<file path="src/rtl/button_debounce_mb.sv">
// button_debounce_mb
//   Multi-channel push-button conditioner.
//   Each raw button (active low, asynchronous to clk) is synchronized through
//   two flops and inverted to active high. Each channel then runs a debounce
//   counter. The debounced level changes only after DEBOUNCE_CYCLES
//   consecutive synchronized samples disagree with the current level. Press
//   and release events are reported as single-cycle pulses.
//
//   Optional feature macro: BUTTON_DEBOUNCE_MB_LONG_PRESS_EN
//     defined   -> per-channel hold counter; btn_long pulses once when the
//                  press has been held for LONG_CYCLES cycles.
//     undefined -> btn_long is tied to 0 and no hold counters exist.
//
// Ports
//   clk          in   clock; all state changes on its rising edge
//   rst          in   asynchronous, active-high reset
//   button_mb    in   [N_BTN] raw buttons, active low
//   btn_level    out  [N_BTN] debounced state, 1 = pressed
//   btn_press    out  [N_BTN] one-cycle pulse on a debounced press
//   btn_release  out  [N_BTN] one-cycle pulse on a debounced release
//   btn_long     out  [N_BTN] one-cycle pulse on a long press
//   any_pressed  out  OR of btn_level
module button_debounce_mb #(
  parameter int N_BTN           = 4,
  parameter int DEBOUNCE_CYCLES = 1000000,
  parameter int LONG_CYCLES     = 50000000
) (
  input  logic             clk,
  input  logic             rst,
  input  logic [N_BTN-1:0] button_mb,
  output logic [N_BTN-1:0] btn_level,
  output logic [N_BTN-1:0] btn_press,
  output logic [N_BTN-1:0] btn_release,
  output logic [N_BTN-1:0] btn_long,
  output logic             any_pressed
);

  localparam int            CW     = $clog2(DEBOUNCE_CYCLES + 1);
  // Count value reached after DEBOUNCE_CYCLES-1 differing edges; the next
  // differing edge is the one that commits the new level.
  localparam logic [CW-1:0] C_LAST = CW'(DEBOUNCE_CYCLES - 1);

  // Reject illegal parameter sets at elaboration.
  if (DEBOUNCE_CYCLES < 2) begin : g_bad_debounce
    $error("button_debounce_mb: DEBOUNCE_CYCLES must be >= 2");
  end
  if (LONG_CYCLES <= DEBOUNCE_CYCLES) begin : g_bad_long
    $error("button_debounce_mb: LONG_CYCLES must exceed DEBOUNCE_CYCLES");
  end

  logic [N_BTN-1:0] sync1;
  logic [N_BTN-1:0] sync2;
  logic [CW-1:0]    cnt      [N_BTN];
  logic [CW-1:0]    cnt_next [N_BTN];
  logic [N_BTN-1:0] level_next;

  // Two-flop synchronizer; inversion happens at the first flop so the
  // released state (raw high) resets cleanly to 0.
  always_ff @(posedge clk or posedge rst) begin
    if (rst) begin
      sync1 <= '0;
      sync2 <= '0;
    end else begin
      sync1 <= ~button_mb;
      sync2 <= sync1;
    end
  end

  // Debounce decision: count consecutive disagreeing samples and commit the
  // new level on the DEBOUNCE_CYCLES-th one. Any agreeing sample restarts.
  always_comb begin
    level_next = btn_level;
    for (int i = 0; i < N_BTN; i++) begin
      cnt_next[i] = '0;
      if (sync2[i] != btn_level[i]) begin
        if (cnt[i] == C_LAST) begin
          level_next[i] = sync2[i];
          cnt_next[i]   = '0;
        end else begin
          cnt_next[i]   = cnt[i] + CW'(1);
        end
      end else begin
        cnt_next[i] = '0;
      end
    end
  end

  // Debounce state and edge pulses. btn_level is the stable-state register
  // itself, so edge pulses are computed from its next value to land in the
  // first cycle of the new level.
  always_ff @(posedge clk or posedge rst) begin
    if (rst) begin
      btn_level   <= '0;
      btn_press   <= '0;
      btn_release <= '0;
      for (int i = 0; i < N_BTN; i++) begin
        cnt[i] <= '0;
      end
    end else begin
      btn_level   <= level_next;
      btn_press   <= level_next & ~btn_level;
      btn_release <= ~level_next & btn_level;
      for (int i = 0; i < N_BTN; i++) begin
        cnt[i] <= cnt_next[i];
      end
    end
  end

`ifdef BUTTON_DEBOUNCE_MB_LONG_PRESS_EN
  localparam int            HW     = $clog2(LONG_CYCLES + 1);
  localparam logic [HW-1:0] H_MAX  = HW'(LONG_CYCLES);
  localparam logic [HW-1:0] H_FIRE = HW'(LONG_CYCLES - 1);

  logic [HW-1:0] hold [N_BTN];

  // Hold counters: the press cycle is hold cycle 1 (the counter steps at the
  // end of it). btn_long is raised on the edge where the counter reaches
  // LONG_CYCLES; saturation stops it from firing again until a release.
  always_ff @(posedge clk or posedge rst) begin
    if (rst) begin
      btn_long <= '0;
      for (int i = 0; i < N_BTN; i++) begin
        hold[i] <= '0;
      end
    end else begin
      for (int i = 0; i < N_BTN; i++) begin
        if (btn_level[i]) begin
          if (hold[i] != H_MAX) begin
            hold[i] <= hold[i] + HW'(1);
          end else begin
            hold[i] <= hold[i];
          end
        end else begin
          hold[i] <= '0;
        end
        btn_long[i] <= btn_level[i] && (hold[i] == H_FIRE);
      end
    end
  end
`else
  assign btn_long = '0;
`endif

  assign any_pressed = |btn_level;

endmodule

</file>
<file path="config.mk">
export PLATFORM = sky130hd
export DESIGN_NAME = button_debounce_mb
export DESIGN_NICKNAME = d
export VERILOG_FILES = /design/src/rtl/button_debounce_mb.sv
export SDC_FILE = /design/constraint.sdc
export NUM_CORES = 1
export LEC_CHECK = 0
export CORE_MARGIN = 2
export CORE_UTILIZATION = 54
export CTS_CLUSTER_DIAMETER = 150
export DETAILED_ROUTE_END_ITERATION = 8
export PLACE_DENSITY = 0.81
export SYNTH_ARGS = -nofsm -noshare
export SYNTH_HDL_FRONTEND = slang
export SYNTH_SLANG_ARGS = --single-unit
</file>
<file path="constraint.sdc">
create_clock -name clk -period 5 [get_ports clk]
set_input_delay 1 -clock clk [delete_from_list [all_inputs] [get_ports clk]]
set_output_delay 1 -clock clk [all_outputs]
set_load 0.01 [all_outputs]
</file>
==> metrics.md <==
| Metric | Value |
|---|---|
| Comb pwr share | 3.5% |
| Die span in y | 96.92 um |
| Top-Level Pins | 23 |
| DRT antenna net count | 0 |
| Placed cells | 569 |
| Area growth from synthesis to final layout | 10.06% |
| HPWL Detailed | 5656 um |
| Clk pin slew, worst setup/hold paths | 0.10 ns |
| CTS tree | yes |
| Final TNS setup | 0 ns |
| DRT Pass-1 Iters | 4 |
| Largest net degree at the start of global routing | 82 |
| Int Pwr | 0.001038 W |
| Number of max-cap violations | 0 |
| Yosys Warn Count | 0 |
| Net Sw Frac | 24.49% |
| Startpoint types | flip-flop |
| Most frequent cell after synthesis | dfrtp_1 |
| Arrival @ worst endpoint | 1.88 ns |
| GR Overflow Total | 0 |
| Vias | 3319 |
| Ant. Diodes | 0 |
| Synth top area share | 53.68% |
| R2r endpoint | cnt[3]$_DFF_PP0_ |
| Htree depth | 3 |
| Hold path endpoint | sync2[3]$_DFF_PP0_ |
| EDFF count, synth | 0 |
| Yosys cell types | 40 |
| Final-report setup violation count | 0 |
| Syn Std Cell Area | 0.004662 mm^2 |
| Total CTS buffers | 9 |
| Max Fanout on Critical Path | 7 |
| Clk_skew | 0.007434 ns |
| Final core utilization | 61.83% |
| Final Critical Period | 2.881 ns |
| WHS Path Cells | 0 |
| Required @ worst endpoint | 4.00 ns |
| P_sw | 0.0003368 W |
| Final hold vios | 0 |
| Worst-Skew Late Latency | 0.37 ns |
| Port Buf Inserts | 18 |
| Flop pwr share | 60.4% |
| Worst hold-check path type | reg2reg |
| Top cells by count, synth | dfrtp_1, nor2_1, xnor2_1, inv_1 |
| WS Path Type | reg2out |
| Mapped Cells | 453 |
| GP Congestion | 0.8359 |
| Outcome | finished, final reports clean |
| Root Driver | clkbuf_8 |
| Core area | 0.008299 mm^2 |
| Routed WL | 8382 um |
| Routed WL per cell | 14.33 um |
| Pwr Density | 268.0 mW/mm^2 |
| Vias in the first global route | 3156 |
| # DRC | 0 |
| Ys async rst share | 100.0% |
| VDD IR-drop max | 158.9 uV |
| Post-synthesis register bit count | 100 |
| Slew HR | 36.29% |
| Slew @ Worst Pin | 0.9556 ns |
| Clk buf depth | 2 |
| First-pass GRT wire length | 14360 um |
| Std-Cell Rows | 33 |
| Hold_sp | sync1[3]$_DFF_PP0_ |
| CP endpoint kind | primary output |
| Top cells by area, synth | dfrtp_1, xnor2_1, nor2_1, nand4_1, nand3_1 |
| Seq/Total Area, Yosys | 53.68% |
| Layout cells sized above 1 | 6.667% |
| Worst Reg2Reg Path Length in Cells | 5 |
| Nets@finish | 485 |
| Synth Flop Type | dfrtp_1 |
| Syn avg cell area | 10.29 um^2 |
| Post_cts resized | 0 |
| Final Slew Violations | 0 |
| Period utilisation layout | 57.63% |
| Die Width | 96.92 um |
| Unrepaired setup endpoints after global routing | false |
| Finished Layout Cells | 585 |
| Starting Density | 56.17% |
| Number of setup buffers added after CTS | 0 |
| GRT Util Overall | 18.49% |
| Synth area leader | dfrtp_1 |
| RR Startpoint | cnt[0]$_DFF_PP0_ |
| 1st-iter DRT viols | 113 |
| Vias per cell | 5.674 |
| Clk pwr share | 36.1% |
| R2r setup slk | 2.65 ns |
| Max Clk Rate | 347.1 MHz |
| Sink Count | 100 |
| Pleak | 2.042 nW |
| Post-cts hold buffer count | 0 |
| Die Area | 0.009393 mm^2 |
| Antenna violations before repair | 0 |
==> power groups by stage <==
stage               sequential (W)  combinational (W)  clock (W)
detailed placement        0.000846          0.0000495          0
finish                    0.000831          0.0000482   0.000496
global route              0.000832          0.0000566   0.000552
global placement          0.000845          0.0000485          0
CTS                       0.000830          0.0000499   0.000515
floorplan                 0.000844          0.0000378          0
==> cell usage in the layout (no fill, tap or decap), types with 2 or more instances in the layout <==
cell,count
a21oi_1,15
a31o_2,3
and2_1,3
and3_1,7
and4_1,2
buf_4,2
clkbuf_8,10
clkdlybuf4s50_1,18
clkinv_4,3
conb_1,4
dfrtp_1,100
ha_1,4
inv_1,21
inv_8,2
mux2_2,3
nand2_1,21
nand3_1,21
nand4_1,18
nand4b_1,2
nor2_1,69
nor3_1,16
nor3b_1,8
nor4_1,15
nor4b_1,4
o21ai_0,8
o221ai_1,2
o31ai_1,4
or3_1,9
or4_1,13
or4b_1,2
xnor2_1,47
xor2_1,12
==> final cells by class <==
cell class / instances / area [um^2]
Inverter: 22 / 85.08
Clock buffer: 10 / 137.6
Timing Repair Buffer: 20 / 195.2
Tap cell: 105 / 131.4
Fill cell: 678 / 3168
Clock inverter: 6 / 56.30
Sequential cell: 100 / 2502
Multi-Input combinational cell: 322 / 2023
==> metrics by stage <==
step	total power (W)	setup WS (ns)	hold slack [ns]	instance area, um^2
2_1_floorplan	0.0008814	1.381	0.3312	4673
3_3_place_gp	0.0008938	2.521	0.3370	4937
3_5_place_dp	0.0008960	2.509	0.3363	4937
4_1_cts	0.001395	2.103	0.3606	5131
5_1_grt	0.001441	2.062	0.3681	5131
6_report	0.001375	2.119	0.3578	5131
==> critical path, stage by stage (launching register included) <==
cell,delay [ns]
dfrtp_1,0.46
or4_1,0.56
clkdlybuf4s50_1,0.50
==> cell families (layout without fill, tap and decap cells) <==
group / count (synthesis) / count (layout) / synth area share (%)
and+or+nand+nor: 213 / 213 / 24.07
DFF: 100 / 100 / 53.68
xor gates and xnor gates: 59 / 59 / 11.08
AOI/OAI and AO/OA: 37 / 37 / 5.583
buffers and inverters: 34 / 58 / 3.167
muxes: 5 / 5 / 1.261
adders and majority gates: 4 / 4 / 1.074
other: 1 / 4 / 0.08044
==> registers in the layout, indices dropped and copies added, names as in the netlist <==
register,cells
cnt,80
btn_level,4
btn_press,4
btn_release,4
sync1,4
sync2,4
==> layer usage <==
metal  share of wire, %  vias up  track usage [%]
met5                  0        -                0
met4                1.3        0            4.984
met3                3.8       14            5.853
met2                 49       58            29.59
met1                 46     1615            24.52
li1                   -     1632                -
==> worst max-delay path by stage <==
stage,start,endpoint,slack (ns)
floorplan,rst,btn_level[0]$_DFF_PP0_,1.38
global placement,btn_level[1]$_DFF_PP0_,any_pressed,2.52
detailed placement,rst,btn_level[0]$_DFF_PP0_,2.51
CTS,btn_level[1]$_DFF_PP0_,any_pressed,2.10
global route,btn_level[0]$_DFF_PP0_,any_pressed,2.06
finish,btn_level[1]$_DFF_PP0_,any_pressed,2.12
No activity file was read; power rests on OpenSTA's default activity.
